`src/rtl/uart_tx_arbiter_pkg.sv`:
```
// uart_tx_arbiter_pkg: shared scheduler state encoding, default timing constants and counter sizing.
// Items: state_t (IDLE, LAUNCH, WAIT_RISE, WAIT_FALL, GAP), DEF_BUSY_TIMEOUT, DEF_GAP_CYCLES, cnt_w().
package uart_tx_arbiter_pkg;
    typedef enum logic [2:0] {IDLE, LAUNCH, WAIT_RISE, WAIT_FALL, GAP} state_t;
    localparam int N_STATES = 5;
    localparam int DEF_BUSY_TIMEOUT = 16;
    localparam int DEF_GAP_CYCLES = 0;
    // Width that can hold 0..v; a zero limit still needs one bit.
    function automatic int cnt_w(input int v);
        return (v < 1) ? 1 : $clog2(v + 1);
    endfunction
endpackage

```
`src/rtl/uart_tx_arbiter_rr_pick.sv`:
```
// rr_pick: combinational round-robin picker, search starts just above the last winner.
// Ports: req (pending requests), last (previous winner index),
//        grant (one-hot winner, zero when no request), idx (binary winner index).
module rr_pick #(
    parameter int N = 4,
    parameter int W = 2
) (
    input  logic [N-1:0] req,
    input  logic [W-1:0] last,
    output logic [N-1:0] grant,
    output logic [W-1:0] idx
);
    logic [2*N-1:0] dbl;
    logic hit;
    // Lower copy keeps only bits above last, upper copy is unmasked, so the
    // first set bit wraps around from last+1 back through last.
    always_comb begin
        dbl = {req, req};
        for (int i = 0; i < N; i++) dbl[i] = req[i] && (i > int'(last));
        hit = 1'b0;
        idx = '0;
        for (int i = 0; i < 2 * N; i++) begin
            if (!hit && dbl[i]) begin
                hit = 1'b1;
                idx = W'(i % N);
            end
        end
        grant = hit ? (N'(1) << idx) : '0;
    end
endmodule

```
`src/rtl/uart_tx_arbiter.sv`:
```
// uart_tx_arbiter: round-robin scheduler sharing one 8N1 transmitter among N_REQ byte producers.
// Ports: hclk (clock), rst (async, active-low), req/req_data (producer bytes), ack (one-hot take pulse),
//        tx_data/tx_start/tx_busy (transmitter handshake), active_id (last granted index),
//        sched_busy (not IDLE), err_timeout (tx_busy never rose after a launch).
module uart_tx_arbiter
    import uart_tx_arbiter_pkg::*;
#(
    parameter int N_REQ = 4,
    parameter int ID_W = 2,
    parameter int BUSY_TIMEOUT = DEF_BUSY_TIMEOUT,
    parameter int GAP_CYCLES = DEF_GAP_CYCLES
) (
    input  logic                 hclk,
    input  logic                 rst,
    input  logic [N_REQ-1:0]     req,
    input  logic [8*N_REQ-1:0]   req_data,
    output logic [N_REQ-1:0]     ack,
    output logic [7:0]           tx_data,
    output logic                 tx_start,
    input  logic                 tx_busy,
    output logic [ID_W-1:0]      active_id,
    output logic                 sched_busy,
    output logic                 err_timeout
);
    localparam int TW = cnt_w(BUSY_TIMEOUT);
    localparam int GW = cnt_w(GAP_CYCLES);

    state_t state, state_nxt;
    logic [ID_W-1:0] last, last_nxt, win, active_id_nxt;
    logic [N_REQ-1:0] grant, ack_nxt;
    logic [7:0] tx_data_nxt;
    logic tx_start_nxt, err_nxt;
    logic [TW-1:0] tcnt, tcnt_nxt, tcnt_inc;
    logic [GW-1:0] gcnt, gcnt_nxt, gcnt_inc;

    rr_pick #(.N(N_REQ), .W(ID_W)) u_pick (
        .req  (req),
        .last (last),
        .grant(grant),
        .idx  (win)
    );

    assign tcnt_inc = (tcnt == '1) ? tcnt : tcnt + 1'b1;
    assign gcnt_inc = (gcnt == '1) ? gcnt : gcnt + 1'b1;

    // Pulses are decided one cycle ahead and registered, so tx_start/ack are
    // flop outputs that are high exactly while the FSM sits in LAUNCH.
    always_comb begin
        state_nxt = state;
        last_nxt = last;
        active_id_nxt = active_id;
        tx_data_nxt = tx_data;
        ack_nxt = '0;
        tx_start_nxt = 1'b0;
        err_nxt = 1'b0;
        tcnt_nxt = tcnt;
        gcnt_nxt = gcnt;
        case (state)
            IDLE: begin
                if (|req) begin
                    state_nxt = LAUNCH;
                    tx_data_nxt = req_data[8*win +: 8];
                    active_id_nxt = win;
                    ack_nxt = grant;
                    tx_start_nxt = 1'b1;
                end
            end
            LAUNCH: begin
                last_nxt = active_id;
                tcnt_nxt = '0;
                state_nxt = WAIT_RISE;
            end
            WAIT_RISE: begin
                if (tx_busy) state_nxt = WAIT_FALL;
                else begin
                    tcnt_nxt = tcnt_inc;
                    if (tcnt_inc == TW'(BUSY_TIMEOUT)) begin
                        err_nxt = 1'b1;
                        state_nxt = IDLE;
                    end
                end
            end
            WAIT_FALL: begin
                if (!tx_busy) begin
                    gcnt_nxt = '0;
                    state_nxt = (GAP_CYCLES > 0) ? GAP : IDLE;
                end
            end
            GAP: begin
                gcnt_nxt = gcnt_inc;
                if (gcnt_inc == GW'(GAP_CYCLES)) state_nxt = IDLE;
            end
            default: state_nxt = IDLE;
        endcase
    end

    always_ff @(posedge hclk or negedge rst) begin
        if (!rst) begin
            state <= IDLE;
            last <= ID_W'(N_REQ - 1);
            active_id <= '0;
            tx_data <= '0;
            ack <= '0;
            tx_start <= 1'b0;
            err_timeout <= 1'b0;
            sched_busy <= 1'b0;
            tcnt <= '0;
            gcnt <= '0;
        end else begin
            state <= state_nxt;
            last <= last_nxt;
            active_id <= active_id_nxt;
            tx_data <= tx_data_nxt;
            ack <= ack_nxt;
            tx_start <= tx_start_nxt;
            err_timeout <= err_nxt;
            sched_busy <= (state_nxt != IDLE);
            tcnt <= tcnt_nxt;
            gcnt <= gcnt_nxt;
        end
    end
endmodule

```
`config.mk`:
```
export PLATFORM = sky130hd
export DESIGN_NAME = uart_tx_arbiter
export DESIGN_NICKNAME = d
export VERILOG_FILES = /design/src/rtl/uart_tx_arbiter_pkg.sv /design/src/rtl/uart_tx_arbiter_rr_pick.sv /design/src/rtl/uart_tx_arbiter.sv
export SDC_FILE = /design/constraint.sdc
export NUM_CORES = 1
export LEC_CHECK = 0
export CAP_MARGIN = 20
export CELL_PAD_IN_SITES_DETAIL_PLACEMENT = 2
export CELL_PAD_IN_SITES_GLOBAL_PLACEMENT = 2
export CORE_AREA = 2 2 78 80
export DETAILED_ROUTE_END_ITERATION = 6
export DIE_AREA = 0 0 80 82
export PLACE_DENSITY_LB_ADDON = 0.08
export SLEW_MARGIN = 25
export SYNTH_ARGS = -nofsm -noshare
export SYNTH_HDL_FRONTEND = slang
export SYNTH_HIERARCHICAL = 1
export SYNTH_SLANG_ARGS = --single-unit
```
`constraint.sdc`:
```
create_clock -name hclk -period 2.5 [get_ports hclk]
set_input_delay 0.25 -clock hclk [delete_from_list [all_inputs] [get_ports hclk]]
set_output_delay 0.25 -clock hclk [all_outputs]
set_load 0.02 [all_outputs]
```
==> run_results.csv, run 1 <==
group,metric,value,unit
run_status,status,"complete, no violations",
logic_synthesis,synth_seq_cells,27,
layout,syn2layout_area_growth,44.7,%
sta,post-route-period-util,93.8,%
clock_network,h-tree-depth,1,
setup_path,reg2reg_to,"tx_data[6]$_DFFE_PN0P_",
layout,design_area,2270,um2
setup_path,arrival,2510,ps
grt,gr-total-overflow,0,
setup_path,worstSetupPathType,"in2reg",
logic_synthesis,ys_seq_area_share,43.2,%
layout,n_fill_cell,624,
pwr,total_power,2.28,mW
clock_network,cts_sinks,27,
logic_synthesis,synth_edf_count,0,
logic_synthesis,ys_async_sr_fraction,100,%
sta,slew_violations,0,
clock_network,cts_tree,"yes",
grt,grt_pass1_wl,7510,um
logic_synthesis,synth_nets,168,
sta,setup_tns,0,ps
logic_synthesis,syn_inst,128,
logic_synthesis,synth_ff_type,"dfrtp_1",
clock_network,clk_latency,270,ps
placed_design,io_buffers,55,
sta,final-setup-viol-count,0,
sta,fmax,427,MHz
logic_synthesis,yosys_warnings,6,
worst_hold_path,hp-class,"in2async",
grt,grt_max_degree,28,
job,drv_cap,0,
placed_design,dp.final_hpwl,3360,um
pwr,ir_drop,0.312,mV
layout,layout_commonest_cell,"clkdlybuf4s50_1",
drt,route.antenna.remaining_nets,0,
grt,grtUsageTotal,14.6,%
floorplanning,row_count,28,
logic_synthesis,synth_compound_area_share,12.8,%
clock_network,cts_setup_buffers,0,
floorplanning,die_x,80,um
grt,grt_pass1_vias,1499,
logic_synthesis,ys_types,49,
placed_design,gp_congestion,0.725,
drt,vias,1294,
logic_synthesis,synth_top_family_by_area,"multiplexers",
floorplanning,coreArea,5750,um2
sta,timing.slew.headroom,58.6,%
setup_path,crit_path_start,"req[3]",
drt,route.final.wire_length,4210,um
clock_network,cts_made_buffers,3,
layout,fin_nets,227,
logic_synthesis,synthXorXnorAreaFrac,0,%
pwr,powerDensity,1010,nW/um2
setup_path,timing.rr.start,"last[0]$_DFFE_PN1P_",
logic_synthesis,synthMuxAreaShare,22.3,%
layout,diodes,0,
clock_network,root_buffer,"clkbuf_8",
clock_network,clockBufferDepth,2,
logic_synthesis,synth_adder_area_share,0.797,%
layout,final_cell_mix,"clkdlybuf4s50_1 (55), dfrtp_1 (25), buf_4 (9)",
sta,rsz0062_at_grt,"no",
setup_path,cp.required,2670,ps
setup_path,worst_setup_path_start_kind,"input pin",
clock_network,cts.reportedPaths.clkPinSlew,100,ps
setup_path,r2r_cells,5,
layout,finalNonFillerCells,261,
setup_path,cp-end-kind,"register",
logic_synthesis,synth-simple-area-share,16.3,%
floorplanning,die-height,82,um
pwr,p_leak,0.919,nW
logic_synthesis,synth_area,1570,um2
floorplanning,dieArea,6560,um2
setup_path,crit_fanout,9,
drt,viasPerCell,4.96,
drt,drc,0,
clock_network,ctsHoldBuffers,0,
placed_design,dp_cells,256,
drt,drt-initial-drc-count,60,
drt,dr.pass1.iters,3,
sta,worst_pin_slew,620,ps
setup_path,r2r_slack,210,ps
logic_synthesis,synth_area_per_cell,12.3,um2
layout,drive_above_1_share,23.1,%
sta,finalHoldViolCount,0,
grt,grt_antenna_before_repair,0,
setup_path,crit_end,"tx_data[6]$_DFFE_PN0P_",
floorplanning,initial_core_util,27.3,%
clock_network,cts_repair_resize_count,0,
sta,fin_skew,10.7,ps
sta,fin_crit,2340,ps
sta,holdWs,354,ps
placed_design,dpl-instance-area,2210,um2
floorplanning,io_pins,56,
drt,wire_per_inst,16.1,um
-- final cells by class --
type / instances / area (um2) / area share [%]
clock inverter: 1 / 7.51 / 0.331
timing repair buffer: 64 / 618 / 27.2
tap: 75 / 93.8 / 4.13
inverter: 3 / 11.3 / 0.496
multi-input combinational: 88 / 820 / 36.1
sequential: 27 / 678 / 29.9
clock buffer: 3 / 41.3 / 1.82
-- metrics by stage --
step	utilization, %	worst slack (ps)
floorplan	-	414
global placement	38.5	-89.9
CTS	39.4	114
finish	39.5	156
global route	39.5	66.9
detailed placement	38.5	-199
-- cells in the mapped netlist (all sizes together), types with 2 or more instances --
library cell  count  share of area [%]
a211oi            2               0.96
a21oi             5                1.6
a22o              2                1.1
a41o              2                1.3
and2              4                1.6
buf               7                3.1
clkbuf            3               0.72
dfrtp            25                 40
dfstp             2                3.3
inv               3               0.72
mux2             12                9.6
mux2i             2                1.3
mux4              8                 11
nand2             7                1.7
nand2b            5                2.5
nand3b            2               0.96
nor2              5                1.2
nor3              2               0.96
nor4              2                2.2
nor4bb            2                1.3
o21ai             4                1.3
o21bai            2               0.96
o311a             2                1.3
or2               2               0.80
-- registers in the layout, indices dropped and copies added, names as in the netlist --
signal	flops
err_timeout	1
state	3
tx_data	8
last	2
ack	4
sched_busy	1
tcnt	5
active_id	2
tx_start	1
-- worst min path at each step --
stage	start	end	depth (start not counted)
finish	rst	state[2]$_DFF_PN0_	2
global route	rst	state[2]$_DFF_PN0_	2
CTS	rst	state[2]$_DFF_PN0_	2
detailed placement	tx_data[2]$_DFFE_PN0P_	tx_data[2]$_DFFE_PN0P_	1
global placement	tx_data[2]$_DFFE_PN0P_	tx_data[2]$_DFFE_PN0P_	1
floorplan	rst	ack[0]$_DFF_PN0_	0
-- kinds of logic after synthesis --
family	count (synthesis)
compound gates	27
fa+ha+maj	1
buf+inv	13
flops	27
mux	22
simple gates	38
-- power breakdown --
| group | leakage (nW) | switching (mW) | total [mW] | internal, mW |
|---|---|---|---|---|
| Combinational | 0.565 | 0.523 | 1.20 | 0.675 |
| Clock | 0.0217 | 0.140 | 0.253 | 0.113 |
| Sequential | 0.332 | 0.210 | 0.833 | 0.624 |
| Total | 0.919 | 0.872 | 2.28 | 1.41 |
-- per-layer routing --
metal | vias up | global-route usage, % | routed length [um]
li1 | 598 | - | -
met1 | 646 | 17.1 | 1720
met2 | 48 | 26.0 | 2130
met3 | 2 | 5.16 | 343
met4 | 0 | 2.54 | 14
met5 | - | 0 | 0
-- critical path, cell delays in order --
cell and delay [ps]:
clkdlybuf4s50_1 500, nor2b_2 190, o21bai_1 130, a221o_1 560, mux4_2 590, mux2_2 280
(Power assumes the default switching activity.)
==> run 2, diff against run 1 <==
clock period = 2.4 ns   (was 2.5 ns; I/O delays follow)
==> run_results.csv, run 2 (synthesized netlist as in run 1, its figures left out) <==
group,metric,value,unit
grt,grt_use_met1,15.8,%
setup_path,crit_fanout,9,
clock_network,cts_tree,"yes",
clock_network,cts_made_buffers,3,
clock_network,clockBufferDepth,2,
setup_path,slowest_stage,"dfstp_2",
clock_network,clk_latency,270,ps
sta,fin_crit,2260,ps
sta,finalHoldViolCount,0,
setup_path,cp-end-kind,"register",
setup_path,worstSetupPathType,"reg2reg",
grt,grt.met2_usage,24.2,%
grt,grt_pass1_wl,6900,um
pwr,powerDensity,1060,nW/um2
worst_hold_path,hp-class,"in2async",
setup_path,worst_setup_path_start_kind,"register",
placed_design,gp_congestion,0.809,
pwr,total_power,2.41,mW
pwr,ir_drop,0.336,mV
sta,timing.slew.headroom,36.3,%
grt,gr-total-overflow,0,
setup_path,path_cells,"nor2b_2 -> o21bai_1 -> a221o_1 -> buf_12 -> mux4_2 -> mux2_2",
layout,reg_top3,"tx_data x8, tcnt x5, ack x4",
floorplanning,coreArea,5750,um2
setup_path,worst_path_largest_cell_delay,630,ps
clock_network,ctsHoldBuffers,0,
sta,post-route-period-util,94.1,%
pwr,power_switching,0.908,mW
pwr,sw_frac_of_total,37.7,%
run_status,status,"complete, no violations",
layout,n_fill_cell,616,
drt,route.antenna.remaining_nets,0,
drt,wire_per_inst,15.8,um
placed_design,io_buffers,55,
setup_path,crit_path_start,"last[0]$_DFFE_PN1P_",
job,drv_cap,0,
layout,final_cell_mix,"clkdlybuf4s50_1 (55), dfrtp_1 (25), mux4_2 (8), mux2_2 (8), nand2_1 (7)",
floorplanning,row_count,28,
layout,drive_above_1_share,21.7,%
clock_network,root_buffer,"clkbuf_8",
layout,diodes,0,
drt,dr.pass1.iters,4,
setup_path,arrival,2410,ps
sta,fin_skew,3.91,ps
drt,vias,1271,
clock_network,cts_repair_resize_count,0,
setup_path,timing.rr.start,"last[0]$_DFFE_PN1P_",
clock_network,cts_sinks,27,
sta,slew_violations,0,
grt,grtUsageMet3,4.40,%
placed_design,dp.final_hpwl,3260,um
grt,grt_max_degree,28,
layout,finalNonFillerCells,259,
sta,rsz0062_at_grt,"no",
sta,fmax,443,MHz
floorplanning,die-height,82,um
floorplanning,initial_core_util,27.3,%
placed_design,dp_cells,255,
pwr,clockPowerShare,10.6,%
grt,grt_most_used_layer,"met2",
layout,layout_commonest_cell,"clkdlybuf4s50_1",
layout,regMostFlops,"tx_data",
sta,worst_pin_slew,948,ps
drt,route.final.wire_length,4090,um
sta,setup_tns,0,ps
pwr,pwr-share-seq,35.5,%
floorplanning,dieArea,6560,um2
layout,syn2layout_area_growth,44.3,%
drt,viasPerCell,4.91,
grt,grtUsageTotal,13.5,%
pwr,power_frac_comb,53.9,%
clock_network,cts_setup_buffers,0,
clock_network,cts.reportedPaths.clkPinSlew,90,ps
drt,drc,0,
layout,largest_reg_flops,8,
pwr,intPower,1.50,mW
clock_network,h-tree-depth,1,
grt,grt_pass1_vias,1419,
layout,fin_nets,225,
grt,grt_antenna_before_repair,0,
floorplanning,io_pins,56,
drt,drt-initial-drc-count,66,
sta,final-setup-viol-count,0,
setup_path,cp.required,2550,ps
floorplanning,die_x,80,um
pwr,p_leak,0.915,nW
[run 2: cell type report]
type	count	area (um2)	share of cell area (%)
multi-input cells	88	820	36.2
flip-flops and latches	27	678	30.0
well taps	75	93.8	4.15
inverters	3	11.3	0.498
repair buffers	62	616	27.2
clock buffers	4	45.0	1.99
[run 2: power by group through the flow]
stage          clock network [mW]  logic, mW  registers, mW
2_1_floorplan                   0      0.775          0.902
3_3_place_gp                    0       1.28          0.854
3_5_place_dp                    0       1.31          0.867
4_1_cts                     0.266       1.32          0.859
5_1_grt                     0.283       1.41          0.898
6_report                    0.255       1.30          0.855
[run 2: worst paths after layout]
path                                     endpoint  slack, ps  cells after the start
setup reg to reg           tx_data[5]$_DFFE_PN0P_        140                      6
setup / recovery           tx_data[5]$_DFFE_PN0P_        140                      6
max in group asynchronous     last[1]$_DFFE_PN1P_       1750                      2
hold / removal                   ack[0]$_DFF_PN0_        340                      2
hold reg to reg            tx_data[1]$_DFFE_PN0P_        510                      1
min in group hclk          tx_data[1]$_DFFE_PN0P_        510                      1
[run 2: worst max-delay path, delay by kind of cell (launching register included)]
kind                   cells  cell delay, ps
DFF                        1             630
AOI/OAI and AO/OA          2             540
buffers and inverters      1             170
muxes                      2             710
and+or+nand+nor            1              80
[run 2: per-layer routing]
metal / up-vias / wire length, um / share of wire, %
met5: - / 0 / 0
met1: 626 / 1690 / 41
met4: 0 / 23 / 0.56
li1: 595 / - / -
met2: 48 / 2060 / 50
met3: 2 / 311 / 7.6
[run 2: metrics by stage]
stage / hold slack (ps) / cell area [um2] / setup slack (ps) / util [%]
2_1_floorplan: -55.6 / 1570 / 314 / -
3_3_place_gp: 492 / 2220 / 69.2 / 38.6
3_5_place_dp: 496 / 2220 / -33.0 / 38.6
4_1_cts: 368 / 2260 / 126 / 39.4
5_1_grt: 375 / 2260 / 57.9 / 39.4
6_report: 344 / 2260 / 142 / 39.4
==> run 3, diff against run 2 <==
GPL_ROUTABILITY_DRIVEN = 0   (was not set)
==> results of run 3 <==
Final layout, timing and power as in run 2 (identical DEF).
